`src/rtl/dtcm_arbiter.sv`:
```
// dtcm_arbiter: two-port arbiter/sequencer in front of the single-port DTCM macro.
// Port 0 (load/store unit) has priority; port 1 (debug/external bus) is guaranteed
// a grant after STARVE_MAX consecutive contended losses. One command is in flight
// at a time; an unconsumed response is parked in a hold register.
module dtcm_arbiter #(
  parameter int unsigned AW         = 14,
  parameter int unsigned DW         = 32,
  parameter int unsigned MW         = 4,
  parameter int unsigned STARVE_MAX = 4
) (
  input  logic          clk,
  input  logic          rst,

  // Port 0: core load/store unit
  input  logic          m0_cmd_valid_i,
  output logic          m0_cmd_ready_o,
  input  logic          m0_cmd_read_i,
  input  logic [AW-1:0] m0_cmd_addr_i,
  input  logic [DW-1:0] m0_cmd_wdata_i,
  input  logic [MW-1:0] m0_cmd_wmask_i,
  output logic          m0_rsp_valid_o,
  input  logic          m0_rsp_ready_i,
  output logic [DW-1:0] m0_rsp_rdata_o,

  // Port 1: external/debug bus
  input  logic          m1_cmd_valid_i,
  output logic          m1_cmd_ready_o,
  input  logic          m1_cmd_read_i,
  input  logic [AW-1:0] m1_cmd_addr_i,
  input  logic [DW-1:0] m1_cmd_wdata_i,
  input  logic [MW-1:0] m1_cmd_wmask_i,
  output logic          m1_rsp_valid_o,
  input  logic          m1_rsp_ready_i,
  output logic [DW-1:0] m1_rsp_rdata_o,

  // RAM macro
  output logic          ram_we_o,
  output logic [AW-1:0] ram_addr_o,
  output logic [DW-1:0] ram_din_o,
  output logic [MW-1:0] ram_wem_o,
  input  logic [DW-1:0] ram_dout_i
);

  localparam int unsigned SW = $clog2(STARVE_MAX + 1);
  localparam logic [SW-1:0] StarveMax = SW'(STARVE_MAX);

  // Pipeline state
  logic          infl_q, infl_d;
  logic          infl_owner_q, infl_owner_d;
  logic          infl_read_q, infl_read_d;
  logic          hold_q, hold_d;
  logic          hold_owner_q, hold_owner_d;
  logic [DW-1:0] hold_data_q, hold_data_d;
  logic [SW-1:0] starve_cnt_q, starve_cnt_d;
  logic [AW-1:0] ram_addr_q, ram_addr_d;

  // Arbitration signals
  logic          infl_rsp_ready;
  logic          can_issue;
  logic          starve_hit;
  logic          rdy0, rdy1;
  logic          acc0, acc1, acc;

  // Selected command
  logic          sel_read;
  logic [AW-1:0] sel_addr;
  logic [DW-1:0] sel_wdata;
  logic [MW-1:0] sel_wmask;

  // Response presentation
  logic [DW-1:0] live_data;
  logic          pres_valid;
  logic          pres_owner;
  logic [DW-1:0] pres_data;
  logic          pres_ready;

  // Issue slot and grant decision; readiness never looks at the port's own valid.
  always_comb begin
    infl_rsp_ready = infl_owner_q ? m1_rsp_ready_i : m0_rsp_ready_i;
    can_issue      = !rst && !hold_q && (!infl_q || infl_rsp_ready);
    starve_hit     = (starve_cnt_q == StarveMax);
    rdy0           = can_issue && !(m1_cmd_valid_i && starve_hit);
    rdy1           = can_issue && (!m0_cmd_valid_i || starve_hit);
    acc0           = m0_cmd_valid_i && rdy0;
    acc1           = m1_cmd_valid_i && rdy1;
    acc            = acc0 || acc1;
  end

  assign m0_cmd_ready_o = rdy0;
  assign m1_cmd_ready_o = rdy1;

  // Winner command mux (acc0 and acc1 are mutually exclusive).
  always_comb begin
    sel_read  = m0_cmd_read_i;
    sel_addr  = m0_cmd_addr_i;
    sel_wdata = m0_cmd_wdata_i;
    sel_wmask = m0_cmd_wmask_i;
    if (acc1) begin
      sel_read  = m1_cmd_read_i;
      sel_addr  = m1_cmd_addr_i;
      sel_wdata = m1_cmd_wdata_i;
      sel_wmask = m1_cmd_wmask_i;
    end
  end

  // RAM drive; address is held when idle so a parked read result is not disturbed.
  always_comb begin
    ram_we_o   = 1'b0;
    ram_addr_o = ram_addr_q;
    ram_din_o  = '0;
    ram_wem_o  = '0;
    if (acc) begin
      ram_we_o   = !sel_read;
      ram_addr_o = sel_addr;
      ram_din_o  = sel_wdata;
      ram_wem_o  = sel_read ? '0 : sel_wmask;
    end
    ram_addr_d = ram_addr_o;
  end

  // Response source: the hold register wins over the in-flight (live RAM) response.
  always_comb begin
    live_data  = infl_read_q ? ram_dout_i : '0;
    pres_valid = hold_q || infl_q;
    pres_owner = hold_q ? hold_owner_q : infl_owner_q;
    pres_data  = hold_q ? hold_data_q : live_data;
    pres_ready = pres_owner ? m1_rsp_ready_i : m0_rsp_ready_i;

    m0_rsp_valid_o = pres_valid && !pres_owner;
    m1_rsp_valid_o = pres_valid && pres_owner;
    m0_rsp_rdata_o = (pres_valid && !pres_owner) ? pres_data : '0;
    m1_rsp_rdata_o = (pres_valid && pres_owner) ? pres_data : '0;
  end

  // Next-state for the in-flight slot and the hold register.
  always_comb begin
    infl_d       = acc;
    infl_owner_d = acc ? acc1 : infl_owner_q;
    infl_read_d  = acc ? sel_read : infl_read_q;
    hold_d       = hold_q;
    hold_owner_d = hold_owner_q;
    hold_data_d  = hold_data_q;
    if (hold_q) begin
      if (pres_ready) begin
        hold_d = 1'b0;
      end
    end else if (infl_q && !infl_rsp_ready) begin
      // The RAM output is only valid for one cycle; park it.
      hold_d       = 1'b1;
      hold_owner_d = infl_owner_q;
      hold_data_d  = live_data;
    end
  end

  // Starvation counter: counts contended losses of port 1, saturating.
  always_comb begin
    starve_cnt_d = starve_cnt_q;
    if (m0_cmd_valid_i && m1_cmd_valid_i && can_issue && !starve_hit) begin
      starve_cnt_d = starve_cnt_q + 1'b1;
    end else if (acc1 || !m1_cmd_valid_i) begin
      starve_cnt_d = '0;
    end
  end

  // State registers.
  always_ff @(posedge clk or posedge rst) begin
    if (rst) begin
      infl_q       <= 1'b0;
      infl_owner_q <= 1'b0;
      infl_read_q  <= 1'b0;
      hold_q       <= 1'b0;
      hold_owner_q <= 1'b0;
      hold_data_q  <= '0;
      starve_cnt_q <= '0;
      ram_addr_q   <= '0;
    end else begin
      infl_q       <= infl_d;
      infl_owner_q <= infl_owner_d;
      infl_read_q  <= infl_read_d;
      hold_q       <= hold_d;
      hold_owner_q <= hold_owner_d;
      hold_data_q  <= hold_data_d;
      starve_cnt_q <= starve_cnt_d;
      ram_addr_q   <= ram_addr_d;
    end
  end

endmodule

```
`config.mk`:
```
export PLATFORM = sky130hd
export DESIGN_NAME = dtcm_arbiter
export DESIGN_NICKNAME = d
export VERILOG_FILES = /design/src/rtl/dtcm_arbiter.sv
export SDC_FILE = /design/constraint.sdc
export NUM_CORES = 1
export LEC_CHECK = 0
export ABC_CLOCK_PERIOD_IN_PS = 2200
export CAP_MARGIN = 40
export CELL_PAD_IN_SITES_DETAIL_PLACEMENT = 2
export CELL_PAD_IN_SITES_GLOBAL_PLACEMENT = 2
export CORE_MARGIN = 1.5
export CORE_UTILIZATION = 16
export CTS_CLUSTER_SIZE = 10
export DETAILED_ROUTE_END_ITERATION = 6
export GPL_ROUTABILITY_DRIVEN = 0
export PLACE_DENSITY = 0.81
export SKIP_LAST_GASP = 1
export SLEW_MARGIN = 0
export SYNTH_ARGS = -nofsm -noshare
export SYNTH_HDL_FRONTEND = slang
export SYNTH_SLANG_ARGS = --single-unit
```
`constraint.sdc`:
```
create_clock -name clk -period 2.2 [get_ports clk]
set_input_delay 0.33 -clock clk [delete_from_list [all_inputs] [get_ports clk]]
set_output_delay 0.33 -clock clk [all_outputs]
set_load 0.01 [all_outputs]
```
==> metrics.yaml <==
status: "finished with violations"
violations: "negative setup slack"
grt_pass1_vias: 5699
synthSimpleGateAreaFrac_pct: 32.7
crit_path_end_kind: "output pin"
n_antenna_cell: 0
grt_pass1_wl_um: 32200
first_pass_iters: 4
ant_nets: 0
holdPathStages: 2
r2r-end: "ram_addr_q[9]"
hold_path.class: "reg -> reg"
startpoint: "infl_owner_q"
start_kind: "flop"
row_count: 53
rsz0062_at_grt: "true"
synth_cells: 532
synth_seq_cells: 54
track_usage_pct: 18.9
synthFlopType: "dfrtp_1"
yosysMostFrequentCell: "nand2_1"
cts_buffers: 5
slew_headroom_pct: 72.0
path_class: "reg -> out"
rrSetupSlack_ns: 0.02
peakVddDrop_uv: 309
area_delta_synth_final_pct: 131
post-synth-top-area-cell: "dfrtp_1"
drt-initial-drc-count: 113
core_area_mm2: 0.0210
synth_warnings: 0
synth_compound_area_share_pct: 20.3
synth_xor_area_share_pct: 0
via_per_inst: 4.44
worstHoldStart: "hold_data_q[10]"
setup_viol: 50
reg2reg_depth: 11
drt-total-wl_um: 22900
drv_cap: 0
r2r_start: "infl_owner_q"
cp_data_required_time_ns: 1.87
cts_tree: "yes"
synth_top_family_by_area: "simple AND/OR/NAND/NOR gates"
synth_area_leaders: "dfrtp_1, nand2_1, nor2_1, a21oi_1, o21ai_0"
synth_edf_count: 0
p_total_w: 0.00715
worstPathArrival_ns: 2.13
yosysUniqueCellTypes: 29
synth_mux_area_share_pct: 0.582
tightest_slew_ns: 0.420
start_util_pct: 16.4
synth_top_area_share_pct: 39.3
dp_hpwl_um: 13300
cts_hold_buf: 0
timing.fmax_ghz: 0.407
clockBufferDepth: 2
finalCritPeriodShare_pct: 112
layout-drive-gt1-share_pct: 35.8
die_h_um: 150
synthesis.area_mm2: 0.00344
antenna_found_initial: 0
clock_latency_ns: 0.30
leakagePower_nw: 3.82
drc_errors: 0
clock_skew_ns: 0.00947
min_to: "hold_data_q[10]"
clk_pin_slew_ns: 0.07
hold_violations: 0
slew_viol_final: 0
finalWorstSetupSlack_ns: -0.258
final_area_mm2: 0.00794
synthAdderAreaFrac_pct: 0.728
syn_avg_cell_area_um2: 6.46
grt_overflow_total: 0
clkSinkCount: 54
place_ws_ns: -0.637
cts_htree_levels: 2
fin_nets: 1000
synthesis.nets: 674
placed_area_mm2: 0.00662
synthArstFlopShare_pct: 100
nFillCells: 2342
cts-root-buf: "clkbuf_16"
grt_max_degree: 60
die_x_um: 150
ios: 259
yosysSeqAreaShare_pct: 39.3
portBuffers: 258
num_vias: 5036
period_minus_slack_ns: 2.46
die_area_mm2: 0.0224
p_per_area_mw_per_mm2: 900
ys_top_cells_by_count: "nand2_1, nor2_1, a21oi_1"
wl_per_cell_um: 20.2
worstPathMaxFanout: 6
-- cell usage in the layout, fill, tap and decap left out, drive strengths merged, types with 3 or more instances in the layout --
cell             n
nand2          169
buf            150
clkdlybuf4s50  137
nor2           112
a21oi           70
dfrtp           54
clkbuf          47
o21ai           36
dlygate4sd2     20
a31oi           15
dlymetal6s2s     9
inv              8
clkdlybuf4s15    6
nand3            3
nor2b            3
-- what timing repair did --
item	CTS	global route
buffers inserted	37	20
cloned	11	4
gates resized for setup	346	208
pin swaps	29	49
setup endpoints to repair	119	113
-- worst max path at each step --
stage                     endpoint  slack (ns)
finish               ram_addr_o[1]       -0.26
global route         ram_addr_o[5]       -0.32
CTS                 ram_addr_o[12]       -0.22
detailed placement   ram_addr_o[0]       -0.64
global placement     ram_addr_o[0]       -0.59
floorplan           ram_addr_o[10]        0.21
-- stage by stage --
step | instances | util [%] | TNS (ns) | hold slack (ns)
2_1_floorplan | 532 | - | 0 | 0.450
3_3_place_gp | 1060 | 31.5 | -25.14 | 0.462
3_5_place_dp | 1060 | 31.5 | -27.20 | 0.476
4_1_cts | 1115 | 35.4 | -9.48 | 0.495
5_1_grt | 1133 | 37.8 | -10.83 | 0.522
6_report | 1133 | 37.8 | -7.34 | 0.487
-- kinds of logic (layout without fill, tap and decap cells) --
logic type	Yosys count	in the layout
flip-flops	54	54
AND/OR/NAND/NOR	292	292
buffers and inverters	53	379
multiplexers	2	2
AO/OA/AOI/OAI	129	129
adder cells (fa/ha/maj)	2	2
-- cell type report --
class | count | area, um^2 | share of cell area, %
clock buffers | 6 | 129 | 1.62
clock inverters | 1 | 7.51 | 0.0945
inverters | 9 | 38.8 | 0.488
multi-input cells | 425 | 2510 | 31.6
flip-flops and latches | 54 | 1350 | 17.0
well taps | 275 | 344 | 4.33
repair buffers | 363 | 3560 | 44.8
-- layer usage --
metal	GRT usage (%)	part of all wire (%)	vias to the layer above
li1	-	-	2378
met3	5.61	6.8	18
met4	3.51	1.5	0
met1	19.4	35	2455
met5	0	0	-
met2	37.5	57	185
-- state kept, by name (all words and copies together) (netlist names) --
name	flops
ram_addr_q	14
hold_data_q	32
infl_read_q	1
hold_owner_q	1
hold_q	1
infl_owner_q	1
starve_cnt_q	3
infl_q	1
-- critical path, cell delays in order, from the launching register on --
cell and delay, ns:
dfrtp_1 0.40, mux2i_2 0.29, a211oi_2 0.13, o21ai_2 0.13, clkinv_4 0.20, buf_16 0.20, buf_8 0.13, a31oi_4 0.21
buf_6 0.13
-- where the power goes --
group / leakage, nW / switching (W) / total, W / internal, W
clock: 0.0629 / 0.000398 / 0.000816 / 0.000419
combinational: 3.09 / 0.00240 / 0.00462 / 0.00222
sequential: 0.669 / 0.000272 / 0.00172 / 0.00145
(Power assumes the default switching activity.)
